`config.mk`:
```
export PLATFORM = sky130hd
export DESIGN_NAME = pulse_stretcher
export DESIGN_NICKNAME = d
export VERILOG_FILES = /design/src/rtl/pulse_stretcher_pkg.sv /design/src/rtl/pulse_timer.sv /design/src/rtl/pulse_stretcher.sv
export SDC_FILE = /design/constraint.sdc
export NUM_CORES = 1
export LEC_CHECK = 0
export BUFFER_PORTS_ARGS = -buffer_cell sky130_fd_sc_hd__buf_2
export CAP_MARGIN = 10
export CORE_MARGIN = 2
export CORE_UTILIZATION = 40
export DETAILED_ROUTE_END_ITERATION = 12
export PLACE_DENSITY = 0.56
export SLEW_MARGIN = 5
export SYNTH_ARGS = -nofsm -noshare
export SYNTH_HDL_FRONTEND = slang
export SYNTH_HIERARCHICAL = 1
export SYNTH_SLANG_ARGS = --single-unit
```
`constraint.sdc`:
```
create_clock -name clk -period 2.08 [get_ports clk]
set_input_delay 0.416 -clock clk [delete_from_list [all_inputs] [get_ports clk]]
set_output_delay 0.416 -clock clk [all_outputs]
set_load 0.02 [all_outputs]
```
`src/rtl/pulse_stretcher_pkg.sv`:
```
// Shared types and elaboration-time helpers for the pulse stretcher.
package pulse_stretcher_pkg;

  typedef enum logic [1:0] {
    IDLE = 2'd0,
    ON   = 2'd1,
    GAP  = 2'd2
  } state_e;

  // Bits needed to hold values 0..value-1; never returns less than 1.
  function automatic int clog2(input int value);
    int w;
    w = 0;
    while ((1 << w) < value) w++;
    return (w < 1) ? 1 : w;
  endfunction

  function automatic int max2(input int a, input int b);
    return (a > b) ? a : b;
  endfunction

endpackage

```
`src/rtl/pulse_timer.sv`:
```
// Loadable down-counter; done is high whenever the count sits at zero.
module pulse_timer #(
  parameter int W = 3
) (
  input  logic         clk_i,
  input  logic         rst_ni,
  input  logic         load_i,
  input  logic [W-1:0] load_val_i,
  output logic         done_o
);

  logic [W-1:0] cnt_q, cnt_d;

  always_comb begin
    cnt_d = cnt_q;
    if (load_i) begin
      cnt_d = load_val_i;
    end else if (cnt_q != '0) begin
      cnt_d = cnt_q - 1'b1;
    end
  end

  always_ff @(posedge clk_i or negedge rst_ni) begin
    if (!rst_ni) begin
      cnt_q <= '0;
    end else begin
      cnt_q <= cnt_d;
    end
  end

  assign done_o = (cnt_q == '0);

endmodule

```
`src/rtl/pulse_stretcher.sv`:
```
// Stretches each rising edge of in_event into an ON_TIME-wide pulse separated by
// at least OFF_TIME low cycles, queueing up to PENDING_MAX requests.
module pulse_stretcher
  import pulse_stretcher_pkg::*;
#(
  parameter int ON_TIME     = 5,
  parameter int OFF_TIME    = 5,
  parameter int PENDING_MAX = 3
) (
  input  logic clk,
  input  logic rst,
  input  logic in_event,
  output logic out_pulse,
  output logic busy,
  output logic overflow
);

  if (ON_TIME < 1) begin : g_bad_on_time
    $fatal(1, "pulse_stretcher: ON_TIME must be >= 1");
  end
  if (OFF_TIME < 1) begin : g_bad_off_time
    $fatal(1, "pulse_stretcher: OFF_TIME must be >= 1");
  end
  if (PENDING_MAX < 1) begin : g_bad_pending_max
    $fatal(1, "pulse_stretcher: PENDING_MAX must be >= 1");
  end

  localparam int TW = clog2(max2(ON_TIME, OFF_TIME) + 1);
  localparam int PW = clog2(PENDING_MAX + 1);
  localparam logic [TW-1:0] ON_LOAD  = TW'(ON_TIME - 1);
  localparam logic [TW-1:0] OFF_LOAD = TW'(OFF_TIME - 1);
  localparam logic [PW-1:0] PEND_MAX = PW'(PENDING_MAX);

  state_e        state_q, state_d;
  logic [PW-1:0] pending_q, pending_d;
  logic          prev_q;
  logic          out_pulse_q, busy_q, overflow_q;
  logic          overflow_d;

  logic          edge_det;
  logic          last_gap;
  logic          direct_take;
  logic          pend_inc, pend_dec;
  logic          t_load, t_done;
  logic [TW-1:0] t_val;

  pulse_timer #(
    .W (TW)
  ) u_timer (
    .clk_i      (clk),
    .rst_ni     (rst),
    .load_i     (t_load),
    .load_val_i (t_val),
    .done_o     (t_done)
  );

  assign edge_det    = in_event & ~prev_q;
  assign last_gap    = (state_q == GAP) && t_done;
  // An edge on the final gap cycle with nothing queued starts the next pulse itself.
  assign direct_take = last_gap && (pending_q == '0);
  assign pend_inc    = edge_det && (state_q != IDLE) && !direct_take && (pending_q != PEND_MAX);
  assign overflow_d  = edge_det && (state_q != IDLE) && !direct_take && (pending_q == PEND_MAX);
  assign pend_dec    = last_gap && (pending_q != '0);

  always_comb begin
    state_d = state_q;
    t_load  = 1'b0;
    t_val   = '0;
    unique case (state_q)
      IDLE: begin
        if (edge_det) begin
          state_d = ON;
          t_load  = 1'b1;
          t_val   = ON_LOAD;
        end
      end
      ON: begin
        if (t_done) begin
          state_d = GAP;
          t_load  = 1'b1;
          t_val   = OFF_LOAD;
        end
      end
      GAP: begin
        if (t_done) begin
          if ((pending_q != '0) || edge_det) begin
            state_d = ON;
            t_load  = 1'b1;
            t_val   = ON_LOAD;
          end else begin
            state_d = IDLE;
          end
        end
      end
      default: state_d = IDLE;
    endcase
  end

  always_comb begin
    pending_d = pending_q;
    unique case ({pend_inc, pend_dec})
      2'b10:   pending_d = pending_q + 1'b1;
      2'b01:   pending_d = pending_q - 1'b1;
      default: pending_d = pending_q;
    endcase
  end

  always_ff @(posedge clk or negedge rst) begin
    if (!rst) begin
      state_q     <= IDLE;
      pending_q   <= '0;
      prev_q      <= 1'b1;
      out_pulse_q <= 1'b0;
      busy_q      <= 1'b0;
      overflow_q  <= 1'b0;
    end else begin
      state_q     <= state_d;
      pending_q   <= pending_d;
      prev_q      <= in_event;
      out_pulse_q <= (state_d == ON);
      busy_q      <= (state_d != IDLE) || (pending_d != '0);
      overflow_q  <= overflow_d;
    end
  end

  assign out_pulse = out_pulse_q;
  assign busy      = busy_q;
  assign overflow  = overflow_q;

endmodule

```
### Yosys cells after proc, flatten, opt, wreduce, memory -nomap -nowiden

Index checks and enable logic that the tools add are counted.

* bits in registers: 11
* output and inout port bits: 3

* equal/unequal tests: 7
* $add $sub $neg: 3
* bitwise gates (word level): 2
* reductions and logical operators: 19
* multiplexer cells: 18

Operator list (number)
* 2-to-1 mux 3 bit: 6
* nonzero test 2 bit: 5
* one-hot mux 3 bit (3 select lines): 1
* logical AND 1 bit: 7
* equality test 2 x 1 -> 1 bit, second input constant: 3
* equality test 2 bit, second input constant: 3
* 2-to-1 mux 2 bit: 3
* one-hot mux 2 bit (3 select lines): 1
* 2-to-1 mux 1 bit: 5
* zero test 2 bit: 2
* one-hot mux 2 bit (2 select lines): 1
* zero test 3 bit: 1
* one-hot mux 1 bit (3 select lines): 1
* nonzero test 3 bit: 1
* subtractor 3 x 1 -> 3 bit, second input constant: 1
* adder 2 x 1 -> 2 bit, second input constant: 1
* logical OR 1 bit: 2
* != test 2 bit, second input constant: 1
* subtractor 2 x 1 -> 2 bit, second input constant: 1
* bitwise AND 1 bit: 1
* zero test 1 bit: 1
* NOT 1 bit: 1

### Logic depth before layout (Yosys ltp)

* depth after elaboration: 10
* depth in mapped cells: 11
* depth with buffers taken out: 11

### Hierarchy

The synthesis kept the hierarchy.

By module, submodules not included
* pulse_stretcher: area an instance 379.1 µm², times used 1, cells an instance 33
* pulse_timer: area an instance 201.4 µm², times used 1, cells an instance 21

### Worst setup path before layout

No wires, ideal clock.

* path kind: register -> register
* start point: register u_timer.cnt_q[0]
* end point: register busy_q, in the netlist busy
* library setup time: 0.138 ns
* path slack: 0.040 ns
* buffers on the path: 0
* data arrival time: 1.902 ns
* cell stages (with the launch flop): 10
* data required time: 1.942 ns
* path through: dfrtp_1 inv_1 ha_1 nand2b_1 inv_1 a21boi_0 o21ai_0 ha_1 xnor2_1 or4_1

* word-level cells in the longest chain between the ends: 10
* elaborated cells on any way between the ends: 16
* classes of those cells: 2 x eq/ne; 4 x mux; 10 x reduce/logical

RTL lines
* from (decl): line pulse_timer.sv:12 `logic [W-1:0] cnt_q, cnt_d;`
* from (signal assigned): line pulse_timer.sv:27 `cnt_q <= cnt_d;`
* zero test 3 bit (*): line pulse_timer.sv:31 `assign done_o = (cnt_q == '0);`
* named net t_done: line pulse_stretcher.sv:44 `logic t_load, t_done;`
* logical AND 1 bit (*): line pulse_stretcher.sv:58 `assign last_gap = (state_q == GAP) && t_done;`
* logical AND 1 bit: line pulse_stretcher.sv:60 `assign direct_take = last_gap && (pending_q == '0);`
* zero test 1 bit: line pulse_stretcher.sv:61 `assign pend_inc = edge_det && (state_q != IDLE) && !direct_take && (pending_q != PEND_MAX);`
* logical AND 1 bit (2 in a row): line pulse_stretcher.sv:61
* equality test 2 x 1 -> 1 bit or equality test 2 bit (tied branches): line pulse_stretcher.sv:101 `unique case ({pend_inc, pend_dec})`
* one-hot mux 2 bit (2 select lines) (*): line pulse_stretcher.sv:101
* named net pending_d[0]: line pulse_stretcher.sv:35 `logic [PW-1:0] pending_q, pending_d;`
* nonzero test 2 bit (*): line pulse_stretcher.sv:121 `busy_q <= (state_d != IDLE) || (pending_d != '0);`
* logical OR 1 bit (*): line pulse_stretcher.sv:121
* to (signal assigned): line pulse_stretcher.sv:121
* to (decl): line pulse_stretcher.sv:37 `logic out_pulse_q, busy_q, overflow_q;`

Mark *: on every way through the listed nets, which the timed path passes. The rest lies on a longest branch.
A chain may end at the register's enable or synchronous reset.

### Worst setup path in the final report

Ends and elaborated chain as after synthesis.

==> impl_metrics.csv <==
group,metric,value,unit
outcome,status,"completed",
drt,first_pass_iters,4,
sta,skew,4.77,ps
drt,vias,478,
worst_setup_path,crit_path_end_kind,"flop",
global_routing,grt_start_max_net_pins,12,
clocking,cts_num_sinks,11,
synthesis,synthDistinctLibCells,30,
synthesis,synth-seq-cells,11,
final_layout,diodes,0,
worst_setup_path,cp_num_buf_inv,2,
worst_setup_path,required,2210,ps
drt,drtAntennaViolNets,0,
sta,final.setup.tns,0,ps
worst_setup_path,crit_family,"simple AND/OR/NAND/NOR gates",
sta,max_freq,482,MHz
power,peakVddDrop,636,µV
worst_setup_path,r2r_setup_slack,7,ps
flow_run,maxCapViolations,0,
placement,gp_congestion,0.739,
final_layout,nNetsFinal,86,
clocking,root_buffer,"clkbuf_4",
global_routing,grt_use_total,15.0,%
worst_setup_path,crit_slowest_cell,"or4_1",
clocking,postCtsHoldBufs,0,
placement,port_buffers,5,
synthesis,synthCells,54,
power,p_seq_share,33.1,%
power,p_per_area,1510,mW/mm²
floorplan,core,0.00133,mm²
worst_setup_path,crit_path_start_kind,"flop",
drt,drc,0,
worst_setup_path,ff2ff_path_depth,9,
clocking,cts_tree,"yes",
global_routing,grt_first_pass_wirelength,2010,µm
sta,fin_hold_ws,2.24,ps
floorplan,fp.dieArea,0.00177,mm²
sta,min_period,2070,ps
worst_setup_path,slowest_delay,460,ps
synthesis,yosysWarningCount,6,
worst_setup_path,path_class,"flop to flop",
worst_setup_path,critPathMaxFanout,3,
floorplan,die_y,42.1,µm
clocking,clockBufferDepth,2,
worst_setup_path,r2r-start,"u_timer/cnt_q[0]$_DFFE_PN0P_",
sta,fin_crit_sh,99.7,%
min_path,worstHoldPathType,"input port to asynchronous set/reset pin",
placement,dp_hpwl,817,µm
clocking,htreeDepth,1,
global_routing,antenna_found_initial,0,
power,intPower,770,µW
worst_setup_path,cp.depth,9,
sta,rsz0062_at_grt,"true",
synthesis,syn_area,581,µm²
drt,routedWlPerCell,12.5,µm
global_routing,grt_pass1_vias,455,
worst_setup_path,arrival,2210,ps
worst_setup_path,crit_chain,"inv_2 > ha_4 > nand2b_4 > inv_4 > nand3b_1 > nor2_1 > ha_2 > xnor2_2 > or4_1",
power,p_comb_share,55.3,%
drt,drt_wl_total,1180,µm
sta,setup_viol,0,
power,power,1230,µW
power,p_sw_share,37.3,%
drt,drtIter0Drc,14,
power,switching_power,458,µW
power,p_leak,0.000374,µW
sta,hold_viol,0,
floorplan,num_io_pins,6,
clocking,numCtsBuffers,3,
floorplan,rows,13,
floorplan,die_width,42.1,µm
worst_setup_path,r2r-end,"busy$_DFF_PN0_",
final_layout,drive_gt1_share,49.4,%
drt,vias_per_cell,5.09,
clocking,clkTransAtPathRegs,70,ps
floorplan,initial_utilization,43.5,%
final_layout,area_growth,40.1,%
clocking,clk_latency,260,ps
synthesis,ys_seq_area_share,47.6,%
sta,drv_slew,0,
global_routing,overflow,0,
power,p_clk_share,11.7,%
synthesis,syn_area_per_cell,10.8,µm²
## Yosys cell counts
| cell | count | share of area (%) |
|---|---|---|
| dfrtp_1 | 10 | 43 |
| inv_1 | 5 | 3.2 |
| ha_1 | 3 | 6.5 |
| nor2_1 | 3 | 1.9 |
| nor2b_1 | 3 | 3.2 |
| o21ai_0 | 3 | 2.6 |
| nand2b_1 | 2 | 2.2 |
| nor4b_1 | 2 | 3.0 |
| xnor2_1 | 2 | 3.0 |
| a21boi_0 | 1 | 1.3 |
| a21o_2 | 1 | 1.5 |
| a21oi_1 | 1 | 0.86 |
| a221oi_1 | 1 | 1.5 |
| a311oi_1 | 1 | 1.5 |
| a31oi_1 | 1 | 1.1 |
| conb_1 | 1 | 0.65 |
| dfstp_2 | 1 | 4.5 |
| mux2_4 | 1 | 2.6 |
| nand2_1 | 1 | 0.65 |
| nand3b_1 | 1 | 1.3 |
| nor2_2 | 1 | 1.1 |
| o211ai_1 | 1 | 1.3 |
| o21a_1 | 1 | 1.3 |
| o21ai_2 | 1 | 1.5 |
| o22ai_1 | 1 | 1.1 |
| or2b_1 | 1 | 1.3 |
| or2b_4 | 1 | 1.9 |
| or3b_1 | 1 | 1.5 |
| or4_1 | 1 | 1.3 |
| xor2_1 | 1 | 1.5 |
## timing repair
action	CTS	global route
gates resized for setup	8	6
pin swaps	4	7
setup endpoints to repair	1	1
setup buffers	3	2
## cell families after synthesis
logic type                 after synthesis  synth area share (%)
AOI/OAI and AO/OA                       13                  15.5
xor gates and xnor gates                 3                  4.53
adders and majority gates                3                  6.47
buffers and inverters                    5                  3.23
DFF                                     11                  47.6
muxes                                    1                  2.59
other                                    1                 0.646
and+or+nand+nor                         17                  19.4
## worst max-delay path by stage
stage / slack, ps / start / to
final: 7 / u_timer/cnt_q[0]$_DFFE_PN0P_ / busy$_DFF_PN0_
after global routing: -50 / u_timer/cnt_q[0]$_DFFE_PN0P_ / busy$_DFF_PN0_
after CTS: 20 / u_timer/cnt_q[0]$_DFFE_PN0P_ / busy$_DFF_PN0_
after detailed placement: -40 / u_timer/cnt_q[0]$_DFFE_PN0P_ / busy$_DFF_PN0_
after global placement: -40 / u_timer/cnt_q[0]$_DFFE_PN0P_ / busy$_DFF_PN0_
after floorplan: 40 / u_timer/cnt_q[0]$_DFFE_PN0P_ / busy$_DFF_PN0_
## per-layer routing
metal	global-route usage [%]	up-vias	part of all wire (%)
met3	9.48	0	6.5
met4	1.88	0	0
li1	-	237	-
met1	19.2	227	48
met2	22.2	14	46
met5	0	-	0
## metrics by stage
step           instance area [µm²]  cells  setup WS [ps]  util (%)
6_report                       813     94           7.01      61.0
5_1_grt                        813     94          -54.9      61.0
4_1_cts                        779     92           22.7      58.4
3_5_place_dp                   703     85          -37.7      52.7
3_3_place_gp                   703     85          -39.0      52.7
2_1_floorplan                  584     55           39.6         -
## power by group through the flow
stage,clock [µW],sequential (µW),combinational [µW]
floorplan,0,410,293
global placement,0,395,523
detailed placement,0,396,532
CTS,149,401,633
global route,163,418,741
finish,143,406,679
## state kept, by name (all words and copies together) (netlist names)
name           count
busy               1
out_pulse          1
overflow           1
pending_q          2
prev_q             1
state_q            2
u_timer/cnt_q      3
## final cells by class
cell class,instances,area [µm²]
Clock buffer,4,26.3
Fill cell,113,520
Inverter,5,21.3
Multi-Input combinational cell,39,333
Sequential cell,11,277
Tap cell,15,18.8
Timing Repair Buffer,20,138
## cell usage in the layout (no fill, tap or decap), types with 2 or more instances in the layout
master	Yosys	layout
buf_2	0	5
nor2_1	3	2
inv_1	5	2
xnor2_2	0	2
clkbuf_4	0	3
nor2_2	1	2
buf_4	0	15
o21ai_0	3	2
nor4b_1	2	2
dfrtp_1	10	10
nor2b_1	3	3
conb_1	1	2
inv_2	0	2
Note: power is estimated with default switching activity, not from simulation.
